**config.mk**
```make
export PLATFORM = sky130hd
export DESIGN_NAME = ask4_upsample_src
export DESIGN_NICKNAME = d
export VERILOG_FILES = /design/src/rtl/ask4_upsample_src.sv
export SDC_FILE = /design/constraint.sdc
export NUM_CORES = 1
export LEC_CHECK = 0
export CORE_MARGIN = 2
export CORE_UTILIZATION = 43
export CTS_CLUSTER_SIZE = 16
export DETAILED_ROUTE_END_ITERATION = 6
export PLACE_DENSITY = 0.74
export SYNTH_ARGS = -nofsm -noshare
export SYNTH_HDL_FRONTEND = slang
export SYNTH_SLANG_ARGS = --single-unit
```
**constraint.sdc**
```tcl
create_clock -name clk -period 1.4 [get_ports clk]
set_input_delay 0.14 -clock clk [delete_from_list [all_inputs] [get_ports clk]]
set_output_delay 0.14 -clock clk [all_outputs]
set_load 0.1 [all_outputs]
```
**src/rtl/ask4_upsample_src.sv**
```systemverilog
`default_nettype none
// ============================================================================
// Module   : ask4_upsample_src
// Function : clk/4 and clk/16 enables, LFSR-driven 4-ASK symbols, x4 zero-stuffed
//            upsampling into the pulse-shaping FIR. Optional: IMPULSE_MODE_EN.
// Revision : 1.0
// ============================================================================
module ask4_upsample_src #(
  parameter logic [21:0]        LFSR_SEED      = 22'h3FFFFF,
  parameter logic signed [17:0] MAG_A          = 18'sd32768,
  parameter int                 IMPULSE_PERIOD = 32
) (
  input  logic               clk,
  input  logic               reset,
`ifdef IMPULSE_MODE_EN
  input  logic               impulse_sel,
`endif
  output logic               sam_clk_en,
  output logic               sym_clk_en,
  output logic signed [17:0] x_out,
  output logic [1:0]         sym_out,
  output logic [21:0]        lfsr_state
);

  localparam int MAG_I = int'(MAG_A);
  localparam int P1_I  = MAG_I;
  localparam int P3_I  = 3 * MAG_I;
  localparam int M1_I  = -P1_I;
  localparam int M3_I  = -P3_I;
  localparam logic signed [17:0] LVL_P1 = P1_I[17:0];
  localparam logic signed [17:0] LVL_P3 = P3_I[17:0];
  localparam logic signed [17:0] LVL_M1 = M1_I[17:0];
  localparam logic signed [17:0] LVL_M3 = M3_I[17:0];

  generate
    if (LFSR_SEED == 22'd0 || IMPULSE_PERIOD < 21 || P3_I > 131071) begin : g_param_check
      $error("ask4_upsample_src: illegal parameter set");
    end
  endgenerate

  function automatic logic signed [17:0] map_level(input logic [1:0] s);
    case (s)
      2'b00:   map_level = LVL_M3;
      2'b01:   map_level = LVL_M1;
      2'b10:   map_level = LVL_P1;
      default: map_level = LVL_P3;
    endcase
  endfunction

  logic [3:0]         cnt_q,  cnt_d;
  logic signed [17:0] x_q,    x_d;
  logic [1:0]         sym_q,  sym_d;
  logic [21:0]        lfsr_q, lfsr_d;
  logic [21:0]        lfsr_nxt;

`ifdef IMPULSE_MODE_EN
  localparam int SC_W = (IMPULSE_PERIOD > 1) ? $clog2(IMPULSE_PERIOD) : 1;
  localparam logic [SC_W-1:0] SC_MAX = SC_W'(IMPULSE_PERIOD - 1);
  logic [SC_W-1:0] sc_q, sc_d;
`endif

  // A zero state can only arise from an upset; recover by reloading the seed.
  assign lfsr_nxt = (lfsr_q == 22'd0) ? LFSR_SEED
                                      : {lfsr_q[20:0], lfsr_q[21] ^ lfsr_q[20]};

  always_comb begin
    cnt_d  = cnt_q + 4'd1;
    x_d    = x_q;
    sym_d  = sym_q;
    lfsr_d = lfsr_q;
`ifdef IMPULSE_MODE_EN
    sc_d   = sc_q;
`endif
    if (cnt_q == 4'd14) begin
`ifdef IMPULSE_MODE_EN
      if (impulse_sel) begin
        if (sc_q == '0) begin
          x_d   = LVL_P3;
          sym_d = 2'b11;
        end else begin
          x_d   = '0;
          sym_d = 2'b00;
        end
        sc_d = (sc_q == SC_MAX) ? '0 : sc_q + 1'b1;
      end else begin
        sc_d   = '0;
        sym_d  = lfsr_q[1:0];
        x_d    = map_level(lfsr_q[1:0]);
        lfsr_d = lfsr_nxt;
      end
`else
      sym_d  = lfsr_q[1:0];
      x_d    = map_level(lfsr_q[1:0]);
      lfsr_d = lfsr_nxt;
`endif
    end else if (cnt_q[1:0] == 2'd2) begin
      x_d = '0;
    end
  end

  always_ff @(posedge clk or posedge reset) begin
    if (reset) begin
      cnt_q  <= 4'd0;
      x_q    <= '0;
      sym_q  <= 2'b00;
      lfsr_q <= LFSR_SEED;
`ifdef IMPULSE_MODE_EN
      sc_q   <= '0;
`endif
    end else begin
      cnt_q  <= cnt_d;
      x_q    <= x_d;
      sym_q  <= sym_d;
      lfsr_q <= lfsr_d;
`ifdef IMPULSE_MODE_EN
      sc_q   <= sc_d;
`endif
    end
  end

  assign sam_clk_en = (cnt_q[1:0] == 2'd3);
  assign sym_clk_en = (cnt_q == 4'd15);
  assign x_out      = x_q;
  assign sym_out    = sym_q;
  assign lfsr_state = lfsr_q;

endmodule
`default_nettype wire

```
After elaboration in Yosys (flattened, before gate mapping) --
Index checks and enable logic that the tools add are counted.
Operators by class: $add $sub $neg 1, bitwise operators 1, multiplexer cells 4, equal/unequal tests 6, reduce and logical (&&, ||, !) cells 3
Operators by type and width (number):
- $pmux W18 S3 | 1
- $mux W18 | 2
- $logic_not A22 Y1 | 1
- $mux W22 | 1
- $eq A4 B4 Y1 const B | 2
- $eq A2 B2 Y1 const B | 3
- $add A4 B1 Y4 const B | 1
- $eq A2 B1 Y1 const B | 1
- $logic_not A2 Y1 | 1
- $reduce_bool A2 Y1 | 1
- $xor A1 B1 Y1 | 1
Storage, ports and cells: input bits 2, register bits after elaboration 46, output and inout port bits 44, word-level logic and storage cells 19

Depth between registers and ports, before layout --
Gate-level depths: netlist of run 1.
depth after elaboration 3, mapped depth 7

Worst setup path after synthesis of run 1 --
No wires, ideal clock.
path kind flip-flop to output port, start register cnt_q[1], end output port sym_clk_en, cell stages (with the launch flop) 3, path slack -0.829 ns, arrival 2.089 ns, cells stage by stage dfrtp_1 > ha_1 > and3_1
On the way: longest elaborated chain between the ends 1
RTL lines:
- start, declared | line 50 | logic [3:0] cnt_q, cnt_d;
- start signal, assigned | line 111 | cnt_q <= cnt_d;
- $eq A4 B4 Y1 | line 122 | assign sym_clk_en = (cnt_q == 4'd15);
- end, declared | line 19 | output logic sym_clk_en,
Every way passes these cells.

Worst setup path after layout of run 1 --
start register lfsr_q[17] (netlist: lfsr_state[17]), end register lfsr_q[9] (netlist: lfsr_state[9])
On the way: longest elaborated chain between the ends 2
RTL lines:
- start, declared | line 53 | logic [21:0] lfsr_q, lfsr_d;
- start signal, assigned | line 114 | lfsr_q <= lfsr_d;
- $logic_not A22 Y1 | line 63 | assign lfsr_nxt = (lfsr_q == 22'd0) ? LFSR_SEED
- $mux W22 | line 63
Every way passes these cells. A chain may end at the register's enable or synchronous reset.

==> results of run 1 <==
critical path, cell delays in order (launching register included):
cell,delay [ns]
dfstp_2,0.37
nor4_1,0.53
nand3_2,0.24
buf_6,0.21
o22ai_4,0.15
repair_timing:
action,CTS,global route
setup buffers,3,5
pin swaps,5,3
gates resized for setup,18,14
endpoints found under the setup margin,23,28
gates cloned,2,1
flip-flops by register name, summed over array words and instances (netlist names):
register,cells
lfsr_state,22
x_out,3
sym_out,2
cnt_q,4
cells in the mapped netlist, drive strengths merged:
| library cell | number |
|---|---|
| nand3 | 3 |
| o21ai | 2 |
| dfrtp | 9 |
| nor2 | 36 |
| inv | 8 |
| o22ai | 19 |
| nand2 | 10 |
| dfstp | 22 |
| ha | 3 |
| buf | 22 |
| clkbuf | 2 |
| xor2 | 1 |
| nor4 | 4 |
| xnor2 | 1 |
| conb | 1 |
| and3 | 2 |
| nor4b | 1 |
| o221ai | 2 |
| o211ai | 2 |
| nand4b | 1 |
area by class of cell:
cell class              count  area share (%)
repair buffers             67            34.4
flip-flops and latches     31            29.4
multi-input cells         102            29.2
clock buffers               8            3.62
well taps                  48            2.17
inverters                   8            1.27
power groups by stage:
stage / sequential (W) / clock (W) / combinational [W]
finish: 0.000899 / 0.000763 / 0.000196
global route: 0.000898 / 0.000813 / 0.000204
CTS: 0.000899 / 0.000780 / 0.000196
detailed placement: 0.000913 / 0 / 0.000196
global placement: 0.000913 / 0 / 0.000196
floorplan: 0.000913 / 0 / 0.000219
per-layer routing:
layer	vias up	track usage, %	wire, um
met5	-	0	0
met1	671	25.4	1740
met4	0	5.47	55
met2	49	39.6	2580
met3	8	5.48	184
li1	615	-	-
stage by stage:
stage	utilization [%]	worst slack (ns)	setup TNS (ns)
5_1_grt	75.4	-0.166	-3.39
6_report	75.4	-0.180	-3.60
4_1_cts	72.0	-0.0825	-0.916
3_5_place_dp	66.0	-0.183	-2.60
3_3_place_gp	66.0	-0.0286	-0.148
2_1_floorplan	-	-0.230	-4.92
cells in the final DEF (no fill, tap or decap):
| master | count |
|---|---|
| nand3_1 | 2 |
| clkdlybuf4s50_1 | 1 |
| xor2_1 | 1 |
| buf_4 | 26 |
| nor2_2 | 5 |
| dfstp_2 | 20 |
| o22ai_1 | 1 |
| ha_4 | 3 |
| o21ai_0 | 2 |
| clkbuf_1 | 1 |
| inv_1 | 5 |
| xnor2_1 | 1 |
| buf_6 | 7 |
| o22ai_4 | 4 |
| o22ai_2 | 14 |
| dfstp_4 | 2 |
| nor4b_4 | 1 |
| buf_12 | 32 |
| clkbuf_16 | 1 |
| conb_1 | 15 |
| inv_4 | 2 |
| inv_2 | 1 |
| dfrtp_1 | 9 |
| and3_4 | 2 |
| nand4b_4 | 1 |
| nor2_1 | 31 |
| o221ai_2 | 2 |
| nor4_1 | 2 |
| clkbuf_8 | 7 |
| o211ai_2 | 2 |
| nand3_2 | 1 |
| nand2_1 | 10 |
| nor4_4 | 2 |
cell families after synthesis:
group	share of synthesized area, %
AND/OR/NAND/NOR	17.6
buffers and inverters	12.3
flip-flops	49.2
AO/OA/AOI/OAI	17.4
adder cells (fa/ha/maj)	2.30
XOR/XNOR	1.07
other	0.229
path summary, 6_finish.rpt:
check,start,end,slack (ns),cells after the start
max in group asynchronous,reset,lfsr_state[7],0.83,3
max,lfsr_state[17],lfsr_state[9],-0.18,4
min,reset,sym_out[1],0.25,3
min in group clk,sym_out[0],sym_out[0],0.56,2
max reg2reg,lfsr_state[17],lfsr_state[9],-0.18,4
min reg2reg,sym_out[0],sym_out[0],0.56,2
==> summary.md, run 1 <==
| Metric | Value |
|---|---|
| Status | finished, violations left |
| Failing checks | negative setup slack |
| Setup CP Type | register to register |
| CTS Buf Count | 5 |
| Die width | 65.6 um |
| Routed len/inst | 17.3 um |
| Worst Setup End Kind | register |
| Sink Count | 31 |
| First-pass GRT wire length | 7030 um |
| Routed WL | 4560 um |
| Area of the die | 4310 sq um |
| Post-synth cell types | 24 |
| Initial drt markers | 71 |
| Synth Instances | 151 |
| Setup ws final | -0.180 ns |
| Fin area | 2760 sq um |
| Synthesis-to-layout area growth | 69.0% |
| Std cell rows | 22 |
| Synth top area cells | dfstp_2 35%, dfrtp_1 14%, o22ai_2 14% |
| CTS tree | yes |
| Post-synthesis sequential area ratio | 49.2% |
| Clock Pin Slew Worst Setup and Hold Paths | 0.06 ns |
| Initial antenna violation count | 0 |
| Fin. Hold Viols | 0 |
| Worst hold path class | input pin to async pin |
| Root buf cell | clkbuf_8 |
| N_diodes | 0 |
| WP data arrival | 1.78 ns |
| Core area | 3660 sq um |
| Io pins | 46 |
| Unrepaired setup endpoints after global routing | yes |
| Post-synth top area cell | dfstp_2 |
| DRT antenna net count | 0 |
| Critical path fanouts, max | 6 |
| Sw Share | 27.3% |
| Vias per cell | 5.09 |
| Fmax | 633 MHz |
| Final Cycle Share | 113% |
| Shortest period the worst path allows | 1.58 ns |
| Via count | 1343 |
| # setup viols final | 23 |
| Filler cells | 233 |
| Slew Viols, Final | 0 |
| Max_cap viols | 0 |
| Total chip power | 0.00186 W |
| DP HPWL | 2850 um |
| Gate power share | 10.6% |
| Vias in the first global route | 1392 |
| P_sw | 0.000506 W |
| P_int | 0.00135 W |
| Starting Density | 44.6% |
| PwrDens | 673 nW/um^2 |
| Worst IR Drop VDD | 0.474 mV |
| Synthesized flop and latch total | 31 |
| Post-DP Area | 2420 sq um |
| Final #Nets | 220 |
| Placed cells | 245 |
| Hold-fix buffers at CTS | 0 |
| Largest net degree at the start of global routing | 32 |
| # port buffers | 30 |
| Final std cells w/o fill | 264 |
| Register area | 811 sq um |
| Warnings from Yosys | 0 |
| Routability Congestion | 0.778 |
| Multi-input logic area | 806 sq um |
| CTS H-Tree Depth | 2 |
| Clock share of power | 41.0% |
| DRC Markers | 0 |
| Worst path required time | 1.60 ns |
| Hold slack | 0.246 ns |
| Mapped Area | 1630 sq um |
| Pre-Repair DR Iteration Count | 4 |
| GRT Total Usage | 21.8% |
| CTS Buffer Depth | 2 |
| Register share of total power | 48.4% |
| Worst Clk Skew | 0.00218 ns |
| Chip height | 65.6 um |
| Fraction of layout cells with a size suffix above 1 | 62.5% |
| Slew @ Worst Pin | 0.571 ns |
| Avg Inst Size Synth | 10.8 sq um |
| Max-slew headroom | 61.6% |
| Worst-Skew Late Latency | 0.28 ns |
| Leak pwr | 1.25 nW |
| Worst Setup Start Kind | register |
| Remaining Overflow, GRT | 0 |
| Area share of the largest cell type after synthesis | 35.4% |
No activity file was read; power rests on OpenSTA's default activity.
==> inputs of run 2 (changes only) <==
--- a/config.mk
+++ b/config.mk
@@ -6,10 +6,11 @@
 export NUM_CORES = 1
 export LEC_CHECK = 0
 export CORE_MARGIN = 2
-export CORE_UTILIZATION = 43
+export CORE_UTILIZATION = 45
 export CTS_CLUSTER_SIZE = 16
 export DETAILED_ROUTE_END_ITERATION = 6
-export PLACE_DENSITY = 0.74
+export DONT_BUFFER_PORTS = 1
+export PLACE_DENSITY = 0.6
 export SYNTH_ARGS = -nofsm -noshare
 export SYNTH_HDL_FRONTEND = slang
 export SYNTH_SLANG_ARGS = --single-unit
==> run 2 against run 1 <==
Net effect:
- the flow still finishes with violations (negative setup slack)
- sequential share of layout area rose by 6.3 points
- clock power fell by 37%
- largest cell class is now multi-input combinational cells
- clock-buffer cell count fell by 2
- critical path type unchanged
==> summary.md, run 2 (synthesis gave the netlist of run 1 again) <==
| Metric | Value |
|---|---|
| Worst hold path class | input pin to async pin (unchanged) |
| Final Cycle Share | 109% (was 113%) |
| Starting Density | 47.8% (was 44.6%) |
| Area of the die | 4130 sq um (was 4310 sq um) |
| Pre-Repair DR Iteration Count | 4 (unchanged) |
| Unrepaired setup endpoints after global routing | yes (unchanged) |
| DRC Markers | 0 (unchanged) |
| Hold slack | 0.324 ns (was 0.246 ns) |
| Slowest CP cell | dfstp_4 (was nor4_1) |
| Critical-path cell list | inv_4, ha_4, nor4b_4, nand3_4, buf_6, o221ai_2 (was nor4_1, nand3_2, buf_6, o22ai_4) |
| PwrDens | 691 nW/um^2 (was 673 nW/um^2) |
| CTS H-Tree Depth | 2 (unchanged) |
| # setup viols final | 24 (was 23) |
| Fraction of layout cells with a size suffix above 1 | 57.0% (was 62.5%) |
| Sink Count | 31 (unchanged) |
| Synthesis-to-layout area growth | 39.2% (was 69.0%) |
| Fmax | 653 MHz (was 633 MHz) |
| CTS tree | yes (unchanged) |
| Max reg flops | 22 (unchanged) |
| Initial antenna violation count | 0 (unchanged) |
| Total negative slack | -2.59 ns (was -3.60 ns) |
| Fin area | 2270 sq um (was 2760 sq um) |
| Io pins | 46 (unchanged) |
| Status | finished, violations left (unchanged) |
| WP data arrival | 1.78 ns (about the same) |
| Worst Setup Start Kind | register (unchanged) |
| Chip height | 64.3 um (was 65.6 um) |
| Worst Clk Skew | 0.00443 ns (was 0.00218 ns) |
| Reg-to-reg endpoint | lfsr_state[21] (was lfsr_state[9]) |
| Core Util, Final | 66.6% (was 75.4%) |
| Total chip power | 0.00157 W (was 0.00186 W) |
| Largest net degree at the start of global routing | 32 (unchanged) |
| Std cell rows | 21 (was 22) |
| Worst path required time | 1.65 ns (was 1.60 ns) |
| Slew Viols, Final | 0 (unchanged) |
| Via count | 1248 (was 1343) |
| Post-DP Area | 1960 sq um (was 2420 sq um) |
| Worst-Skew Late Latency | 0.33 ns (was 0.28 ns) |
| Initial drt markers | 61 (was 71) |
| CTS Buffer Depth | 2 (unchanged) |
| Routed len/inst | 15.4 um (was 17.3 um) |
| Reg2reg path depth | 6 (was 4) |
| Vias per cell | 5.07 (was 5.09) |
| Die width | 64.3 um (was 65.6 um) |
| Worst R2R Setup Slack | -0.13 ns (was -0.18 ns) |
| Remaining Overflow, GRT | 0 (unchanged) |
| Filler cells | 280 (was 233) |
| Setup ws final | -0.130 ns (was -0.180 ns) |
| CTS Buf Count | 5 (unchanged) |
| Commonest non-fill, non-tap cell in the layout | buf_4 (was buf_12) |
| Worst IR Drop VDD | 0.349 mV (was 0.474 mV) |
| N_diodes | 0 (unchanged) |
| Max_cap viols | 0 (unchanged) |
| DRT antenna net count | 0 (unchanged) |
| DP HPWL | 2520 um (was 2850 um) |
| Setup CP Type | register to register (unchanged) |
| Final #Nets | 204 (was 220) |
| Core area | 3420 sq um (was 3660 sq um) |
| # port buffers | 0 (was 30) |
| Worst Setup End Kind | register (unchanged) |
| Commonest non-fill, non-tap cells in the layout | 36 x buf_4, 35 x nor2_1, 20 x dfstp_2, 15 x conb_1, 12 x o22ai_2 (was 32 x buf_12, 31 x nor2_1, 26 x buf_4, 20 x dfstp_2, 15 x conb_1) |
| First-pass GRT wire length | 6110 um (was 7030 um) |
| Failing checks | negative setup slack (unchanged) |
| Leak pwr | 1.02 nW (was 1.25 nW) |
| Shortest period the worst path allows | 1.53 ns (was 1.58 ns) |
| Max incr delay on CP | 0.49 ns (was 0.53 ns) |
| Root buf cell | clkbuf_4 (was clkbuf_8) |
| Routed WL | 3790 um (was 4560 um) |
| Routability Congestion | 0.760 (was 0.778) |
| Launching point of the worst reg2reg path | lfsr_state[20] (was lfsr_state[17]) |
| Vias in the first global route | 1251 (was 1392) |
| Clock Pin Slew Worst Setup and Hold Paths | 0.09 ns (was 0.06 ns) |
| Fin. Hold Viols | 0 (unchanged) |
| GRT Total Usage | 19.7% (was 21.8%) |
| Critical path fanouts, max | 5 (was 6) |
==> run 2: cell types whose count changed in the layout (fill, tap and decap cells not counted), moves of 2 or more <==
cell	previous run	this run
nor2_2	5	1
nor4_1	2	0
nor2_1	31	35
buf_4	26	36
clkinv_1	0	2
clkbuf_4	0	5
clkbuf_8	7	0
buf_12	32	5
o22ai_2	14	12
nor4_2	0	2
o22ai_4	4	6
==> run 2: worst max-delay path by stage <==
stage / start / endpoint / slack, ns
5_1_grt: lfsr_state[21] / lfsr_state[17] / -0.19
2_1_floorplan: lfsr_state[21] / lfsr_state[1] / -0.23
6_report: lfsr_state[20] / lfsr_state[21] / -0.13
3_5_place_dp: lfsr_state[21] / lfsr_state[20] / -0.17
4_1_cts: lfsr_state[21] / lfsr_state[8] / -0.1
3_3_place_gp: lfsr_state[21] / lfsr_state[20] / -0.04
==> run 2: what timing repair did <==
action | CTS | global route
hold buffers | 1 | 0
setup buffers | 2 | 3
pin swaps | 5 | 1
cloned | 2 | 0
gates resized for setup | 25 | 12
hold endpoints to repair | 9 | 0
setup endpoints to repair | 26 | 29
==> run 2: final cells by class <==
class	count	area [sq um]	area share, %
clock buffers	6	41.3	1.82
repair buffers	51	502	22.1
multi-input cells	102	821	36.1
well taps	46	57.6	2.53
inverters	8	35.0	1.54
clock inverters	2	7.51	0.330
flip-flops and latches	31	811	35.6
==> run 2: power by group <==
group / internal (W) / switching [W]
registers: 0.000898 / 0
clock network: 0.000186 / 0.000293
logic: 0.00000392 / 0.000191
total: 0.00109 / 0.000484
==> run 2: stage by stage <==
stage,setup WS (ns),cells
2_1_floorplan,-0.230,165
6_report,-0.130,246
5_1_grt,-0.187,246
3_5_place_dp,-0.167,230
3_3_place_gp,-0.0412,230
4_1_cts,-0.0957,243
==> run 2: routing by layer <==
metal	global-route usage, %	wire length, um	up-vias
met4	8.51	69	0
met3	6.87	239	10
met5	0	0	-
met2	32.2	1930	35
li1	-	-	577
met1	23.5	1550	626
==> run 2: worst max-delay path, delay by kind of cell (launching register included) <==
family | cells | cell delay (ns)
DFF | 1 | 0.49
and+or+nand+nor | 2 | 0.43
buffers and inverters | 2 | 0.27
AOI/OAI and AO/OA | 1 | 0.14
adders and majority gates | 1 | 0.11
==> inputs of run 3 (changes only) <==
--- a/config.mk
+++ b/config.mk
@@ -10,6 +10,7 @@
 export CTS_CLUSTER_SIZE = 16
 export DETAILED_ROUTE_END_ITERATION = 6
 export DONT_BUFFER_PORTS = 1
+export MAX_ROUTING_LAYER = met4
 export PLACE_DENSITY = 0.6
 export SYNTH_ARGS = -nofsm -noshare
 export SYNTH_HDL_FRONTEND = slang
==> run 3 against run 2 <==
Net effect:
- the flow still finishes with violations (negative setup slack)
- register-to-register slack barely moved
- non-clock buffer count did not move
- clock skew rose by 0.0017 ns
- fmax barely moved
- largest power group unchanged
==> summary.md, run 3 (synthesis gave the netlist of run 1 again) <==
| Metric | Value |
|---|---|
| Worst hold path class | input pin to async pin (unchanged) |
| Std cell rows | 21 (unchanged) |
| Routed WL | 3830 um (was 3790 um) |
| Io pins | 46 (unchanged) |
| Status | finished, violations left (unchanged) |
| P_int | 0.00109 W (about the same) |
| Leak pwr | 1.02 nW (unchanged) |
| DP HPWL | 2520 um (unchanged) |
| Vias per cell | 5.06 (was 5.07) |
| Routed len/inst | 15.6 um (was 15.4 um) |
| CTS tree | yes (unchanged) |
| Commonest non-fill, non-tap cells in the layout | 36 x buf_4, 35 x nor2_1, 20 x dfstp_2, 15 x conb_1, 12 x o22ai_2 (unchanged) |
| Area of the die | 4130 sq um (unchanged) |
| Largest net degree at the start of global routing | 32 (unchanged) |
| Reg2reg path depth | 6 (unchanged) |
| Clock Pin Slew Worst Setup and Hold Paths | 0.09 ns (about the same) |
| DRC Markers | 0 (unchanged) |
| Worst-Skew Late Latency | 0.33 ns (about the same) |
| Reg-to-reg endpoint | lfsr_state[21] (unchanged) |
| DRT antenna net count | 0 (unchanged) |
| Worst Clk Skew | 0.00612 ns (was 0.00443 ns) |
| WP data arrival | 1.78 ns (about the same) |
| Worst IR Drop VDD | 0.347 mV (was 0.349 mV) |
| Routability Congestion | 0.770 (was 0.760) |
| Via count | 1245 (was 1248) |
| GRT Total Usage | 20.3% (was 19.7%) |
| Max incr delay on CP | 0.49 ns (about the same) |
| Critical Path Stages | 6 (unchanged) |
| Setup ws final | -0.132 ns (was -0.130 ns) |
| Final Cycle Share | 109% (about the same) |
| Gate power share | 12.4% (about the same) |
| Synthesis-to-layout area growth | 39.2% (unchanged) |
| Sink Count | 31 (unchanged) |
| Root buf cell | clkbuf_4 (unchanged) |
| Chip height | 64.3 um (unchanged) |
| DP Worst Slack | -0.167 ns (unchanged) |
| Launching point of the worst reg2reg path | lfsr_state[20] (unchanged) |
| Sw Share | 31.1% (was 30.8%) |
| CTS Buf Count | 5 (unchanged) |
| Worst Setup Start Kind | register (unchanged) |
| Fmax | 653 MHz (about the same) |
| Initial drt markers | 78 (was 61) |
| N_diodes | 0 (unchanged) |
| Pre-Repair DR Iteration Count | 4 (unchanged) |
| # setup viols final | 24 (unchanged) |
| Worst R2R Setup Slack | -0.13 ns (about the same) |
| Total negative slack | -2.61 ns (was -2.59 ns) |
| Max_cap viols | 0 (unchanged) |
| Clock share of power | 30.7% (was 30.4%) |
| CTS Buffer Depth | 2 (unchanged) |
| Shortest period the worst path allows | 1.53 ns (about the same) |
| Filler cells | 280 (unchanged) |
| Top Family by Delay on Critical Path | flip-flops (unchanged) |
| # port buffers | 0 (unchanged) |
| Starting Density | 47.8% (unchanged) |
| Initial antenna violation count | 0 (unchanged) |
| Unrepaired setup endpoints after global routing | yes (unchanged) |
| Failing checks | negative setup slack (unchanged) |
| Worst path required time | 1.65 ns (about the same) |
| Setup CP Type | register to register (unchanged) |
| Die width | 64.3 um (unchanged) |
| Remaining Overflow, GRT | 0 (unchanged) |
| Commonest non-fill, non-tap cell in the layout | buf_4 (unchanged) |
| Final #Nets | 204 (unchanged) |
| Worst Setup End Kind | register (unchanged) |
| CTS H-Tree Depth | 2 (unchanged) |
| Vias in the first global route | 1251 (unchanged) |
| Critical path fanouts, max | 5 (unchanged) |
| PwrDens | 694 nW/um^2 (was 691 nW/um^2) |
| First-pass GRT wire length | 6130 um (was 6110 um) |
| Core area | 3420 sq um (unchanged) |
| P_sw | 0.000491 W (was 0.000484 W) |
| Slowest CP cell | dfstp_4 (unchanged) |
| Slew Viols, Final | 0 (unchanged) |
| Critical-path cell list | inv_4, ha_4, nor4b_4, nand3_4, buf_6, o221ai_2 (unchanged) |
| Max reg flops | 22 (unchanged) |
| WP buf/inv | 2 (unchanged) |
| Register share of total power | 56.9% (was 57.1%) |
| Fraction of layout cells with a size suffix above 1 | 57.0% (unchanged) |
| Fin. Hold Viols | 0 (unchanged) |
| Hold slack | 0.326 ns (was 0.324 ns) |
-- run 3: cell counts in the layout (fill, tap and decap cells not counted) --
No cell type changed its count.
-- run 3: what timing repair did --
action                                  CTS  global route
gates cloned                              2             0
gates resized for setup                  25            12
hold endpoints to repair                  9             0
hold buffers                              1             0
buffers inserted                          2             3
pin swaps                                 5             1
endpoints found under the setup margin   26            29
-- run 3: worst max path at each step --
| stage | startpoint | to | slack (ns) |
|---|---|---|---|
| global route | lfsr_state[21] | lfsr_state[17] | -0.19 |
| global placement | lfsr_state[21] | lfsr_state[20] | -0.04 |
| detailed placement | lfsr_state[21] | lfsr_state[20] | -0.17 |
| CTS | lfsr_state[21] | lfsr_state[8] | -0.1 |
| floorplan | lfsr_state[21] | lfsr_state[1] | -0.23 |
| finish | lfsr_state[20] | lfsr_state[21] | -0.13 |
-- run 3: final cells by class --
type                       count  area, sq um  area share [%]
multi-input combinational    102          821            36.1
clock inverter                 2         7.51           0.330
tap                           46         57.6            2.53
timing repair buffer          51          502            22.1
sequential                    31          811            35.6
clock buffer                   6         41.3            1.82
inverter                       8         35.0            1.54
-- run 3: routing by layer --
metal / vias up / GRT usage [%] / wire (um)
li1: 577 / - / -
met1: 622 / 23.7 / 1570
met2: 39 / 32.3 / 1950
met3: 7 / 6.51 / 240
met4: 0 / 8.51 / 65
met5: - / - / 0
-- run 3: metrics by stage --
stage	std cells	cell area, sq um	power, W	utilization [%]
after floorplan	165	1720	0.00113	-
after global placement	230	1960	0.00111	57.5
after detailed placement	230	1960	0.00111	57.5
after CTS	243	2200	0.00159	64.4
after global routing	246	2270	0.00164	66.6
final	246	2270	0.00158	66.6
-- run 3: tightest hold or removal path, cell delays in order --
cell and delay [ns]:
dlygate4sd3_1 0.54, inv_1 0.05, buf_4 0.34
-- run 3: power groups by stage --
stage / logic (W) / clock network (W) / registers, W
finish: 0.000195 / 0.000485 / 0.000898
detailed placement: 0.000194 / 0 / 0.000913
global route: 0.000202 / 0.000541 / 0.000898
global placement: 0.000193 / 0 / 0.000913
CTS: 0.000196 / 0.000495 / 0.000898
floorplan: 0.000219 / 0 / 0.000913
